**src/rtl/pipe_stage_reg.sv**
```systemverilog
// Pipeline-stage register with valid/ready handshaking on both sides, a 2-entry
// skid buffer for full throughput and a synchronous flush for squashing.
module pipe_stage_reg #(
  parameter int             N       = 32,
  parameter logic [N-1:0]   RST_VAL = '0
) (
  input  logic         clk,
  input  logic         rst,
  input  logic         flush_i,
  input  logic         in_valid_i,
  output logic         in_ready_o,
  input  logic [N-1:0] in_data_i,
  output logic         out_valid_o,
  input  logic         out_ready_i,
  output logic [N-1:0] out_data_o,
  output logic [1:0]   count_o
);

  typedef enum logic [1:0] {
    EMPTY = 2'd0,
    ONE   = 2'd1,
    FULL  = 2'd2
  } state_t;

  state_t       state_q, state_d;
  logic         in_ready_q, out_valid_q;
  logic [1:0]   count_q;
  logic         in_ready_d, out_valid_d;
  logic [1:0]   count_d;
  logic [N-1:0] main_q, skid_q;

  logic push, pop;
  logic load_main_in, load_main_skid, load_skid;

  assign push = in_valid_i & in_ready_q;
  assign pop  = out_valid_q & out_ready_i;

  // Next-state and data-path steering. A flush overrides every transfer.
  always_comb begin
    // NOTE: every signal gets a default before the case so no latch is inferred.
    state_d        = state_q;
    load_main_in   = 1'b0;
    load_main_skid = 1'b0;
    load_skid      = 1'b0;

    if (flush_i) begin
      state_d = EMPTY;
    end else begin
      unique case (state_q)
        EMPTY: begin
          if (push) begin
            load_main_in = 1'b1;
            state_d      = ONE;
          end
        end
        ONE: begin
          if (push && pop) begin
            load_main_in = 1'b1;
          end else if (push) begin
            load_skid = 1'b1;
            state_d   = FULL;
          end else if (pop) begin
            state_d = EMPTY;
          end
        end
        FULL: begin
          if (pop) begin
            load_main_skid = 1'b1;
            state_d        = ONE;
          end
        end
        default: state_d = EMPTY;
      endcase
    end
  end

  // Output flags are precomputed from the next state so every output is a flop.
  always_comb begin
    in_ready_d  = 1'b1;
    out_valid_d = 1'b0;
    count_d     = 2'd0;
    unique case (state_d)
      ONE: begin
        out_valid_d = 1'b1;
        count_d     = 2'd1;
      end
      FULL: begin
        in_ready_d  = 1'b0;
        out_valid_d = 1'b1;
        count_d     = 2'd2;
      end
      default: ;
    endcase
  end

  always_ff @(posedge clk or posedge rst) begin
    // NOTE: sequential state uses non-blocking assignments so all flops update together.
    if (rst) begin
      state_q     <= EMPTY;
      in_ready_q  <= 1'b1;
      out_valid_q <= 1'b0;
      count_q     <= 2'd0;
    end else begin
      state_q     <= state_d;
      in_ready_q  <= in_ready_d;
      out_valid_q <= out_valid_d;
      count_q     <= count_d;
    end
  end

  // NOTE: payload registers are reset because RST_VAL is architecturally visible on out_data_o.
  always_ff @(posedge clk or posedge rst) begin
    if (rst) begin
      main_q <= RST_VAL;
    end else if (flush_i) begin
      main_q <= RST_VAL;
    end else if (load_main_in) begin
      main_q <= in_data_i;
    end else if (load_main_skid) begin
      main_q <= skid_q;
    end
  end

  always_ff @(posedge clk or posedge rst) begin
    if (rst) begin
      skid_q <= RST_VAL;
    end else if (flush_i) begin
      skid_q <= RST_VAL;
    end else if (load_skid) begin
      skid_q <= in_data_i;
    end
  end

  assign in_ready_o  = in_ready_q;
  assign out_valid_o = out_valid_q;
  assign out_data_o  = main_q;
  assign count_o     = count_q;

endmodule
```
**config.mk**
```make
export PLATFORM = sky130hd
export DESIGN_NAME = pipe_stage_reg
export DESIGN_NICKNAME = d
export VERILOG_FILES = /design/src/rtl/pipe_stage_reg.sv
export SDC_FILE = /design/constraint.sdc
export NUM_CORES = 1
export LEC_CHECK = 0
export ABC_AREA = 1
export CAP_MARGIN = 20
export CORE_ASPECT_RATIO = 2
export CORE_UTILIZATION = 37
export DETAILED_ROUTE_END_ITERATION = 10
export GPL_ROUTABILITY_DRIVEN = 0
export HOLD_SLACK_MARGIN = 0.1
export PLACE_DENSITY = 0.68
export SLEW_MARGIN = 30
export SYNTH_ARGS = -nofsm -noshare
export SYNTH_HDL_FRONTEND = slang
export SYNTH_SLANG_ARGS = --single-unit
```
**constraint.sdc**
```tcl
create_clock -name clk -period 2.65 [get_ports clk]
set_input_delay 0.53 -clock clk [delete_from_list [all_inputs] [get_ports clk]]
set_output_delay 0.53 -clock clk [all_outputs]
set_load 0.05 [all_outputs]
```
### Word-level counts from Yosys, hierarchy flattened

Cells that the tools add are included.

| storage, ports and cells | value |
|---|---|
| logic and storage cells | 42 |
| register bits | 70 |

| operators by class | value |
|---|---|
| equality and inequality tests | 4 |
| bitwise gates (word level) | 2 |
| mux-type cells | 25 |
| reduce and logical (&&, ||, !) cells | 5 |

Operators by type and width:

| operator | count |
|---|---|
| 32-bit 2-to-1 mux | 5 |
| 2-bit 2-to-1 mux | 6 |
| 1-bit 2-to-1 mux | 11 |
| 2-bit one-hot mux with 3 select lines | 1 |
| 2-bit by 1-bit == test with 1-bit output (second input constant) | 2 |
| 2-bit == test (second input constant) | 2 |
| 2-bit one-hot mux with 2 select lines | 1 |
| 3-bit nonzero test | 1 |
| 1-bit bitwise AND | 2 |
| 2-bit zero test | 1 |
| 1-bit one-hot mux with 2 select lines | 1 |
| 2-bit nonzero test | 1 |
| 2-bit OR reduction | 1 |
| 1-bit logical AND | 1 |

### Logic depth before layout (Yosys ltp)

| logic depth | value |
|---|---|
| depth in word-level cells | 9 |
| mapped depth | 8 |
| depth with buffers taken out | 7 |

### Worst setup path after synthesis

No wires, ideal clock.

| path | value |
|---|---|
| kind | register -> register |
| from | reg in_ready_q, in the netlist in_ready_o |
| to | reg out_valid_q, in the netlist out_valid_o |
| stages on the path, launching flop included | 7 |
| buffers on the path | 0 |
| slack | 0.870 ns |
| arrival time | 1.717 ns |
| path through | dfstp_2 nand2_1 nor2_4 nand3_2 a21oi_1 ha_1 inv_1 |

| between the ends | value |
|---|---|
| longest elaborated chain between the ends | 8 |
| elaborated cells on any way between the ends | 11 |

RTL lines:

| what | line | RTL |
|---|---|---|
| start: declaration | 26 | `logic in_ready_q, out_valid_q;` |
| start signal: assignment | 105 | `in_ready_q <= in_ready_d;` |
| 1-bit bitwise AND (*) | 35 | `assign push = in_valid_i & in_ready_q;` |
| 2-bit 2-to-1 mux / 1-bit logical AND (equally long branches) | 59, 57 |  |
| 2-bit 2-to-1 mux | 57 | `if (push && pop) begin` |
| 2-bit one-hot mux with 3 select lines (*) | 49 | `unique case (state_q)` |
| 2-bit 2-to-1 mux (*) | 46 | `if (flush_i) begin` |
| via state_d[1] | 25 | `state_t state_q, state_d;` |
| 2-bit == test / 2-bit by 1-bit == test with 1-bit output (equally long branches) | 82 | `unique case (state_d)` |
| 2-bit OR reduction (no line) (*) | - |  |
| 1-bit 2-to-1 mux (*) | 82 |  |
| via out_valid_d | 28 | `logic in_ready_d, out_valid_d;` |
| end signal: assignment | 106 | `out_valid_q <= out_valid_d;` |
| end: declaration | 26 |  |

Mark *: on every way through the listed nets, which the timed path passes. The rest lies on a longest branch.
A chain may end at the register's enable or synchronous reset.

### Worst setup path after layout

| path | value |
|---|---|
| from | reg in_ready_q, in the netlist in_ready_o |
| to | out in_ready_o |

RTL lines:

| what | line | RTL |
|---|---|---|
| end: declaration | 11 | `output logic in_ready_o,` |

No word-level cell between the ends.

==> Flow_metrics.wiki <==
{| class="wikitable"
! Metric !! Value
|-
| Switching Power || 0.000871 W
|-
| Slew HR || 0.663
|-
| Capturing instance or port of the critical path || in_ready_o
|-
| Worst Reg-to-Reg Cells || 7
|-
| Count of max-cap constraint violations || 0
|-
| Clock tree from TritonCTS || done
|-
| Global routing usage summed across all routing layers || 0.200
|-
| Multi-input combinational cell area || 1430 sq um
|-
| Initial antenna violation count || 0
|-
| Critical path launch point type || flop
|-
| Ratio of cells with drive above 1 in the final layout || 0.0837
|-
| Remaining number of nets flagged by the antenna check after routing || 0
|-
| Final setup viols || 0
|-
| Number of placement rows || 48
|-
| Part of the total power dissipated in combinational logic || 0.205
|-
| Data arrival time of the critical path || 1660 ps
|-
| Final wirelength || 8910 um
|-
| Via Count || 3164
|-
| Dominant delay contributor by cell family on the critical path || buffers and inverters
|-
| Nets || 525
|-
| Count of final max-slew check failures || 0
|-
| Signed area change from the synthesized netlist to the final layout || 33.9%
|-
| Count of input and output buffers || 72
|-
| Clock group share of total power || 0.392
|-
| Number of hold violations in the final report || 0
|-
| Largest stage delay on the critical path || 800 ps
|-
| Clock slew seen by the registers of the worst setup and hold paths || 60 ps
|-
| Detailed-placement wirelength estimate || 6020 um
|-
| Minimum clock period after layout || 2190 ps
|-
| Number of warnings printed during yosys synthesis || 0
|-
| Synthesized area divided by synthesized cell count || 7.97 sq um
|-
| Number of nets in the synthesized netlist || 461
|-
| Min-delay worst type || reg -> reg
|-
| Maximum number of pins on one net before global-route repair || 99
|-
| CP Max Fanout || 2
|-
| Wire length of the first global-routing pass || 14700 um
|-
| Horiz. Die Dim || 69.3 um
|-
| Fill cell instance count of the final layout || 843
|-
| Resized Gates After CTS || 0
|-
| First-iteration detailed-routing DRC count || 312
|-
| Hold buffers post-CTS || 0
|-
| Number of top-level pins || 73
|-
| Via-to-Cell Ratio || 5.36
|-
| Post-CTS setup-driven buffer insertion count || 0
|-
| Initial core utilization || 0.385
|-
| Register bit total from synthesis || 70
|-
| Actual slew at the worst max-slew pin || 504 ps
|-
| Global route overflow || 0
|-
| Final routed DRC violation total || 0
|-
| Storage element area || 1750 sq um
|-
| Setup slack of the worst register-to-register path || 750 ps
|-
| Clock latency at the later pin of the worst-skew pair || 330 ps
|-
| Outcome || finished, final reports clean
|-
| Worst Slack Setup Final || 456 ps
|-
| Synthesized instance count || 421
|-
| Synthesized cell area || 3360 sq um
|-
| Startpoint of the worst register-to-register path || in_ready_o$_DFF_PP1_
|-
| Cell Chain, Critical Path || clkdlybuf4s50_1
|-
| Sequential fraction of the synthesis area || 0.522
|-
| Layout Skew || 4.14 ps
|-
| Tcrit/Tclk final || 0.828
|-
| Fmax || 456 MHz
|-
| Maximum clock insertion buffer count || 2
|-
| Cell internal pwr || 0.00204 W
|-
| Largest vdd supply drop || 334 uV
|-
| Count of clock tree sinks || 70
|-
| Share of power burned in registers || 0.403
|-
| Vias in the first global route || 3019
|-
| Setup repair after global routing missed its margin || no
|-
| CP Depth || 1
|-
| Sw Share || 0.299
|-
| Leakage Power || 2.33 nW
|-
| Pre-CTS setup slack || 279 ps
|-
| Power per cell area || 649 nW/um^2
|-
| Launching instance or port of the critical path || in_ready_o$_DFF_PP1_
|-
| Cell at the slowest stage of the critical path || sky130_fd_sc_hd__clkdlybuf4s50_1
|-
| R2r endpoint || out_valid_o$_DFF_PP0_
|-
| Distinct cell type count of the synthesized netlist || 20
|-
| Avg WL per Cell || 15.1 um
|-
| Critical path class || reg -> out
|-
| Clock root cell || sky130_fd_sc_hd__clkbuf_16
|-
| Cts bufs inserted || 9
|-
| Number of H-tree branching levels || 3
|-
| Count of antenna diodes in the layout || 0
|-
| Buffers and inverters on the worst path || 1
|-
| Final total negative setup slack || 0 ps
|-
| CORE AREA || 8710 sq um
|-
| Hold Startpoint || skid_q[15]$_DFFE_PP0P_
|-
| Detailed-routing iteration count for the pre-antenna-repair pass || 4
|-
| Floorplan die height || 137 um
|-
| Area of the die || 9480 sq um
|-
| Data required, critical path || 2120 ps
|-
| Category of the worst setup path capture point || primary output
|}
==> through the flow <==
stage               instance area (sq um)  hold WS, ps  instances   util  power, W
finish                               4490          505        590  0.516   0.00291
global route                         4490          529        590  0.516   0.00304
CTS                                  4490          510        590  0.516   0.00294
detailed placement                   4200          495        574  0.483   0.00179
global placement                     4200          488        574  0.483   0.00178
floorplan                            3360          476        421      -   0.00156
==> final cells by class <==
class,count,area share
Tap cell,100,0.0279
Clock inverter,3,0.00390
Multi-Input combinational cell,310,0.318
Timing Repair Buffer,87,0.194
Clock buffer,13,0.0602
Inverter,7,0.00585
Sequential cell,70,0.390
==> how the worst min path moves through the flow <==
stage	to	slack, ps	depth (start not counted)
final	skid_q[15]$_DFFE_PP0P_	510	2
after global routing	skid_q[19]$_DFFE_PP0P_	530	2
after CTS	skid_q[25]$_DFFE_PP0P_	510	2
after detailed placement	skid_q[15]$_DFFE_PP0P_	490	2
after global placement	skid_q[16]$_DFFE_PP0P_	490	2
after floorplan	skid_q[10]$_DFFE_PP0P_	480	2
==> sequential cells by signal, indices dropped and copies added (netlist names) <==
| register | flops |
|---|---|
| state_q | 2 |
| out_valid_o | 1 |
| out_data_o | 32 |
| skid_q | 32 |
| in_ready_o | 1 |
| count_o | 2 |
==> layout by cell type (no fill, tap or decap), drive strengths merged <==
| master | instances |
|---|---|
| a21oi | 2 |
| buf | 15 |
| clkbuf | 13 |
| clkdlybuf4s50 | 72 |
| clkinv | 2 |
| clkinvlp | 1 |
| dfrtp | 69 |
| dfstp | 1 |
| ha | 3 |
| inv | 7 |
| nand2 | 199 |
| nand3 | 36 |
| nand4 | 64 |
| nor2 | 3 |
| nor2b | 1 |
| o21ai | 2 |
==> cells in the mapped netlist, drive strengths merged <==
cell type	count	area [sq um]
a21oi	2	13.8
buf	15	76.3
clkbuf	19	71.3
dfrtp	69	1730
dfstp	1	26.3
ha	3	37.5
inv	7	26.3
nand2	199	752
nand3	36	185
nand4	64	400
nor2	3	23.8
nor2b	1	6.26
o21ai	2	10.0
==> power by group through the flow <==
stage          Combinational [W]  Clock, W  Sequential [W]
6_report                0.000599   0.00114         0.00117
4_1_cts                 0.000601   0.00117         0.00117
3_5_place_dp            0.000598         0         0.00119
3_3_place_gp            0.000594         0         0.00119
5_1_grt                 0.000649   0.00121         0.00118
2_1_floorplan           0.000260         0         0.00130
==> kinds of logic (layout without fill, tap and decap cells) <==
logic type / Yosys count / in the layout / synth area share
DFF: 70 / 70 / 0.522
adders and majority gates: 3 / 3 / 0.0112
AOI/OAI and AO/OA: 4 / 4 / 0.00708
buffers and inverters: 41 / 110 / 0.0518
and+or+nand+nor: 303 / 303 / 0.408
==> per-layer routing <==
| layer | global-route usage | vias to the layer above | part of all wire |
|---|---|---|---|
| met2 | 0.348 | 110 | 0.52 |
| met5 | 0 | - | 0 |
| met3 | 0.0390 | 18 | 0.043 |
| li1 | - | 1536 | - |
| met1 | 0.229 | 1500 | 0.40 |
| met4 | 0.105 | 0 | 0.036 |
(Power assumes the default switching activity.)
